--- config.mk ---
export PLATFORM = sky130hd
export DESIGN_NAME = distance_meter_blitter
export DESIGN_NICKNAME = d
export VERILOG_FILES = /design/src/rtl/distance_meter_blitter.sv
export SDC_FILE = /design/constraint.sdc
export NUM_CORES = 1
export LEC_CHECK = 0
export ABC_AREA = 0
export BUFFER_PORTS_ARGS = -buffer_cell sky130_fd_sc_hd__clkbuf_2
export CAP_MARGIN = 20
export CORE_ASPECT_RATIO = 2
export CORE_MARGIN = 2
export CORE_UTILIZATION = 55
export CTS_CLUSTER_DIAMETER = 120
export DETAILED_ROUTE_END_ITERATION = 12
export PLACE_DENSITY = 0.77
export SLEW_MARGIN = 30
export SYNTH_ARGS = -nofsm -noshare
export SYNTH_HDL_FRONTEND = slang
export SYNTH_SLANG_ARGS = --single-unit
export TNS_END_PERCENT = 50
--- constraint.sdc ---
create_clock -name clk -period 5 [get_ports clk]
set_clock_uncertainty 0.15 [all_clocks]
set_input_delay 1.25 -clock clk [delete_from_list [all_inputs] [get_ports clk]]
set_output_delay 1.25 -clock clk [all_outputs]
set_load 0.05 [all_outputs]
--- src/rtl/distance_meter_blitter.sv ---
// distance_meter_blitter: walks the five-digit score region and streams one framebuffer write per pixel,
// fetching glyph ink from a 1-cycle-latency sprite ROM or writing background for blank pixels.
module distance_meter_blitter #(
    parameter int UNITS      = 5,
    parameter int WIDTH      = 10,
    parameter int HEIGHT     = 13,
    parameter int DEST_WIDTH = 11,
    parameter int X_POS      = 534,
    parameter int Y_POS      = 5,
    parameter int GLYPH_Y [10] = '{0, 13, 27, 40, 53, 67, 80, 93, 107, 120}
) (
    input  logic                  clk,
    input  logic                  rst,
    input  logic                  start,
    input  logic [UNITS-1:0][3:0] digits,
    input  logic                  paint,
    output logic                  busy,
    output logic                  done,
    output logic [3:0]            rom_x,
    output logic [7:0]            rom_y,
    input  logic                  rom_data,
    output logic                  fb_valid,
    input  logic                  fb_ready,
    output logic [9:0]            fb_x,
    output logic [7:0]            fb_y,
    output logic                  fb_pixel
);
    localparam int DW = $clog2(UNITS + 1);
    localparam int RW = $clog2(HEIGHT);
    localparam int CW = $clog2(DEST_WIDTH);
    localparam logic [DW-1:0] D_LAST = DW'(UNITS - 1);
    localparam logic [RW-1:0] R_LAST = RW'(HEIGHT - 1);
    localparam logic [CW-1:0] C_LAST = CW'(DEST_WIDTH - 1);
    localparam logic [CW-1:0] GAP    = CW'(WIDTH);

    typedef enum logic [1:0] {IDLE, FETCH, WAIT, WRITE} state_t;

    state_t state, state_n;
    logic [UNITS-1:0][3:0] dig_q;
    logic paint_q;
    logic [DW-1:0] d, d_n;
    logic [RW-1:0] row, row_n;
    logic [CW-1:0] col, col_n;
    logic [3:0] cur_dig;
    logic last, next_blank, start_blank;

    function automatic logic is_blank(input logic p, input logic [CW-1:0] c, input logic [3:0] v);
        return !p || c == GAP || v > 4'd9;
    endfunction

    function automatic logic [9:0] pix_x(input logic [DW-1:0] dd, input logic [CW-1:0] cc);
        return 10'(X_POS) + 10'(dd) * 10'(DEST_WIDTH) + 10'(cc);
    endfunction

    always_comb begin
        cur_dig     = dig_q[d];
        last        = d == D_LAST && row == R_LAST && col == C_LAST;
        col_n       = col == C_LAST ? '0 : col + 1'b1;
        row_n       = col == C_LAST ? (row == R_LAST ? '0 : row + 1'b1) : row;
        d_n         = col == C_LAST && row == R_LAST ? d + 1'b1 : d;
        next_blank  = is_blank(paint_q, col_n, dig_q[d_n]);
        start_blank = is_blank(paint, '0, digits[0]);
        rom_x       = 4'(col);
        rom_y       = cur_dig > 4'd9 ? 8'd0 : 8'(GLYPH_Y[cur_dig]) + 8'(row);
        state_n     = state;
        case (state)
            IDLE:    state_n = start ? (start_blank ? WRITE : FETCH) : IDLE;
            FETCH:   state_n = WAIT;
            WAIT:    state_n = WRITE;
            WRITE:   state_n = !fb_ready ? WRITE : last ? IDLE : next_blank ? WRITE : FETCH;
            default: state_n = IDLE;
        endcase
    end

    always_ff @(posedge clk) begin
        if (rst) begin
            state    <= IDLE;
            busy     <= 1'b0;
            done     <= 1'b0;
            fb_valid <= 1'b0;
            fb_pixel <= 1'b0;
            fb_x     <= '0;
            fb_y     <= '0;
            dig_q    <= '0;
            paint_q  <= 1'b1;
            d        <= '0;
            row      <= '0;
            col      <= '0;
        end else begin
            state <= state_n;
            done  <= 1'b0;
            case (state)
                IDLE: if (start) begin
                    dig_q    <= digits;
                    paint_q  <= paint;
                    d        <= '0;
                    row      <= '0;
                    col      <= '0;
                    busy     <= 1'b1;
                    fb_valid <= start_blank;
                    fb_pixel <= 1'b0;
                    fb_x     <= 10'(X_POS);
                    fb_y     <= 8'(Y_POS);
                end
                WAIT: begin
                    fb_valid <= 1'b1;
                    fb_pixel <= rom_data;
                    fb_x     <= pix_x(d, col);
                    fb_y     <= 8'(Y_POS) + 8'(row);
                end
                // Handshake: either finish or step to the next pixel in scan order
                WRITE: if (fb_ready) begin
                    if (last) begin
                        busy     <= 1'b0;
                        done     <= 1'b1;
                        fb_valid <= 1'b0;
                    end else begin
                        d        <= d_n;
                        row      <= row_n;
                        col      <= col_n;
                        fb_valid <= next_blank;
                        fb_pixel <= 1'b0;
                        fb_x     <= pix_x(d_n, col_n);
                        fb_y     <= 8'(Y_POS) + 8'(row_n);
                    end
                end
                default: ;
            endcase
        end
    end
endmodule

==> run_results.csv <==
group,metric,value,unit
final_layout,drive_above_1_share,18.0,%
global_route,overflow,0,
timing,setup_viol,0,
die,die_w,64.6,µm
route,met2_length,6.04,mm
final_layout,final_cells,648,
final_layout,final_area,4630,µm²
power,cellLeakagePower,2.05,nW
clock_tree,cts-root-buf,"clkbuf_16",
route,drt_iter0_markers,188,
critical_path,path_cells,"mux4_2 -> inv_1 -> o32a_1 -> inv_1 -> ha_1 -> mux2i_1 -> a21oi_2 -> ha_1 -> a21o_1 -> a21oi_2 -> nor2b_1 -> o21ai_2 -> mux2_4 -> clkbuf_4",
logic_synthesis,async_reset_ff_share,0,%
logic_synthesis,synth_seq_cells,52,
timing,worstMarginPinSlew,0.797,ns
global_route,antenna_found_initial,0,
clock_tree,clk_latency,0.30,ns
power,p_per_area,269,nW/µm²
critical_path,critPathMaxStageDelay,0.49,ns
die,initial_utilization,56.0,%
final_layout,final_nets,635,
placed_design,dp.cells,637,
placed_design,post_dp_cell_area,4390,µm²
critical_path,cp_num_buf_inv,3,
final_layout,antenna_cells,0,
clock_tree,cts_tree,"done",
logic_synthesis,synth_cells,508,
run,max-cap-violations,0,
timing,finalHoldViolCount,0,
logic_synthesis,synth_seq_area_share,25.8,%
die,die_h,125,µm
route,firstDrtPassIters,5,
clock_tree,path_clk_slew,0.07,ns
logic_synthesis,synth-xor-area-share,3.03,%
placed_design,place.gp.congestion,0.973,
critical_path,cpMaxStageDelayCell,"mux4_2",
die,fp.coreArea,7210,µm²
timing,fin_crit_sh,96.6,%
logic_synthesis,synth_compound_area_share,19.8,%
route,detail-route-antenna-nets,0,
route,wl_per_cell,16.5,µm
critical_path,crit_family,"multiplexers",
logic_synthesis,netlist-cell-type-count,65,
final_layout,utilization,64.2,%
logic_synthesis,syn-cell-area,4040,µm²
global_route,grt_pass1_vias,3744,
route,wl_met1,3.85,mm
die,ios,60,
critical_path,end_kind,"primary output",
logic_synthesis,synthSimpleGateAreaFrac,20.7,%
global_route,grt_pass1_wl,17.5,mm
worst_hold_path,hold_depth,2,
timing,finalSetupTns,0,ns
critical_path,worstPathMaxFanout,4,
die,rows,44,
clock_tree,cts_buffer_depth,2,
route,vias,3813,
logic_synthesis,synth-main-ff-cell,"dfxtp_1",
placed_design,io_buffer_count,55,
clock_tree,htreeDepth,2,
route,routed-wl-met3,345,µm
critical_path,critPathKind,"flop to primary output",
logic_synthesis,synth_top_family_by_area,"simple AND/OR/NAND/NOR gates",
power,max-vdd-ir-drop,224,µV
timing,min_period,4.83,ns
logic_synthesis,synthMuxAreaShare,5.48,%
global_route,globalRouteTotalUtil,27.6,%
worst_hold_path,hold_path_class,"flop to flop",
critical_path,cp.required,3.60,ns
route,drc_errors,0,
critical_path,worst_setup_path_start_kind,"flop",
run_status,status,"complete, no violations",
timing,final_max_slew_viol_count,0,
logic_synthesis,syn_area_per_cell,7.95,µm²
final_layout,syn_to_final_growth,14.7,%
critical_path,arrival,3.43,ns
timing,slew_headroom,46.8,%
timing,fmax,207,MHz
global_route,grt_max_degree,29,
route,vias_per_cell,5.88,
die,dieArea,8090,µm²
critical_path,r2r_cells,14,
logic_synthesis,synth_adder_area_share,18.5,%
route,top_layer,"met4",
route,routed_wl,10.7,mm
clock_tree,cts_buffers,5,
clock_tree,hold_buffers,0,
logic_synthesis,synth_edf_count,0,
placed_design,dp_hpwl,8.15,mm
timing,grt_setup_unrepaired,"no",
logic_synthesis,yosysWarningCount,0,
critical_path,worst-path-stages,14,
clock_tree,clkSinkCount,52,
## sequential cells by signal, indices dropped and copies added, names as in the netlist, 2 cells and up
signal and flops:
fb_y 5, fb_x 9, row 4, rom_x 4, state 2, dig_q 20, d 3
## per-stage QoR
step | setup WS (ns) | total power [mW] | hold WS [ns]
finish | 0.171 | 1.25 | 0.301
global route | 0.00226 | 1.30 | 0.322
CTS | 0.0133 | 1.24 | 0.304
detailed placement | 0.308 | 0.803 | 0.294
global placement | 0.368 | 0.799 | 0.288
floorplan | -0.110 | 0.722 | 0.286
## logic make-up after synthesis
family	after synthesis
and+or+nand+nor	178
AOI/OAI and AO/OA	130
buffers and inverters	65
adders and majority gates	53
DFF	52
muxes	15
xor gates and xnor gates	14
other	1
## tightest hold or removal path: cells and delay by family (launching register included)
family,cells,cell delay (ns)
AOI/OAI and AO/OA,1,0.05
DFF,1,0.31
and+or+nand+nor,1,0.05
## layer usage
metal / up-vias / track usage, %
li1: 1851 / -
met1: 1814 / 27.1
met2: 113 / 53.7
met3: 35 / 3.24
met4: 0 / 14.6
met5: - / 0
## final cells by class
| cell class | count | area [µm²] |
|---|---|---|
| multi-input combinational | 394 | 2770 |
| fill | 648 | 2580 |
| sequential | 52 | 1040 |
| timing repair buffer | 70 | 400 |
| clock buffer | 5 | 125 |
| inverter | 33 | 124 |
| tap | 92 | 115 |
| clock inverter | 2 | 60.1 |
## cell usage in the layout (no fill, tap or decap), types with 3 or more instances in the layout
cell type / synthesis / final
nand2_1: 80 / 80
clkbuf_2: 1 / 53
dfxtp_1: 52 / 51
a21oi_1: 51 / 48
ha_1: 42 / 42
nor2_1: 36 / 36
inv_1: 31 / 31
o21ai_0: 23 / 23
buf_4: 4 / 15
nor2b_1: 11 / 11
nand3_1: 10 / 10
o21ai_1: 11 / 10
fa_1: 11 / 10
xnor2_1: 9 / 9
nor3_1: 9 / 7
a21o_1: 7 / 7
mux2i_1: 6 / 6
and2_1: 5 / 5
xor2_1: 5 / 5
nand3b_1: 5 / 5
a311oi_1: 5 / 5
clkbuf_16: 0 / 5
a31oi_1: 4 / 4
conb_1: 1 / 4
mux4_2: 3 / 3
a21oi_2: 0 / 3
nand4_1: 3 / 3
or3_1: 3 / 3
nor4_1: 3 / 3
o2111ai_1: 3 / 3
a32oi_1: 3 / 3
## power by group
part / internal (mW) / switching [mW]
logic: 0.103 / 0.223
registers: 0.444 / 0.0334
clock network: 0.284 / 0.160
## Yosys cell counts (7+ instances only)
cell type	number	area share (%)
dfxtp_1	52	26
fa_1	11	5.5
nand2_1	80	7.4
nor2b_1	11	1.7
buf_2	9	1.1
o21ai_1	11	1.4
nand3_1	10	1.2
xnor2_1	9	2.0
a21oi_1	51	6.3
ha_1	42	13
clkbuf_1	17	1.6
nor3_1	9	1.1
inv_1	31	2.9
a21o_1	7	1.3
o21ai_0	23	2.8
nor2_1	36	3.3
## final timing paths
kind                    to     start  slack (ns)
setup / recovery  rom_y[5]      d[0]        0.17
hold / removal     fb_x[7]   fb_x[7]        0.30
setup reg to reg   fb_x[4]  rom_x[1]        0.55
hold reg to reg    fb_x[7]   fb_x[7]        0.30
## repair_timing
item / 4_1_cts / 5_1_grt
endpoints found under the setup margin: 1 / 5
resized for setup: 1 / 11
buffers inserted: 0 / 4
pin swaps: 0 / 1
(Power assumes the default switching activity.)
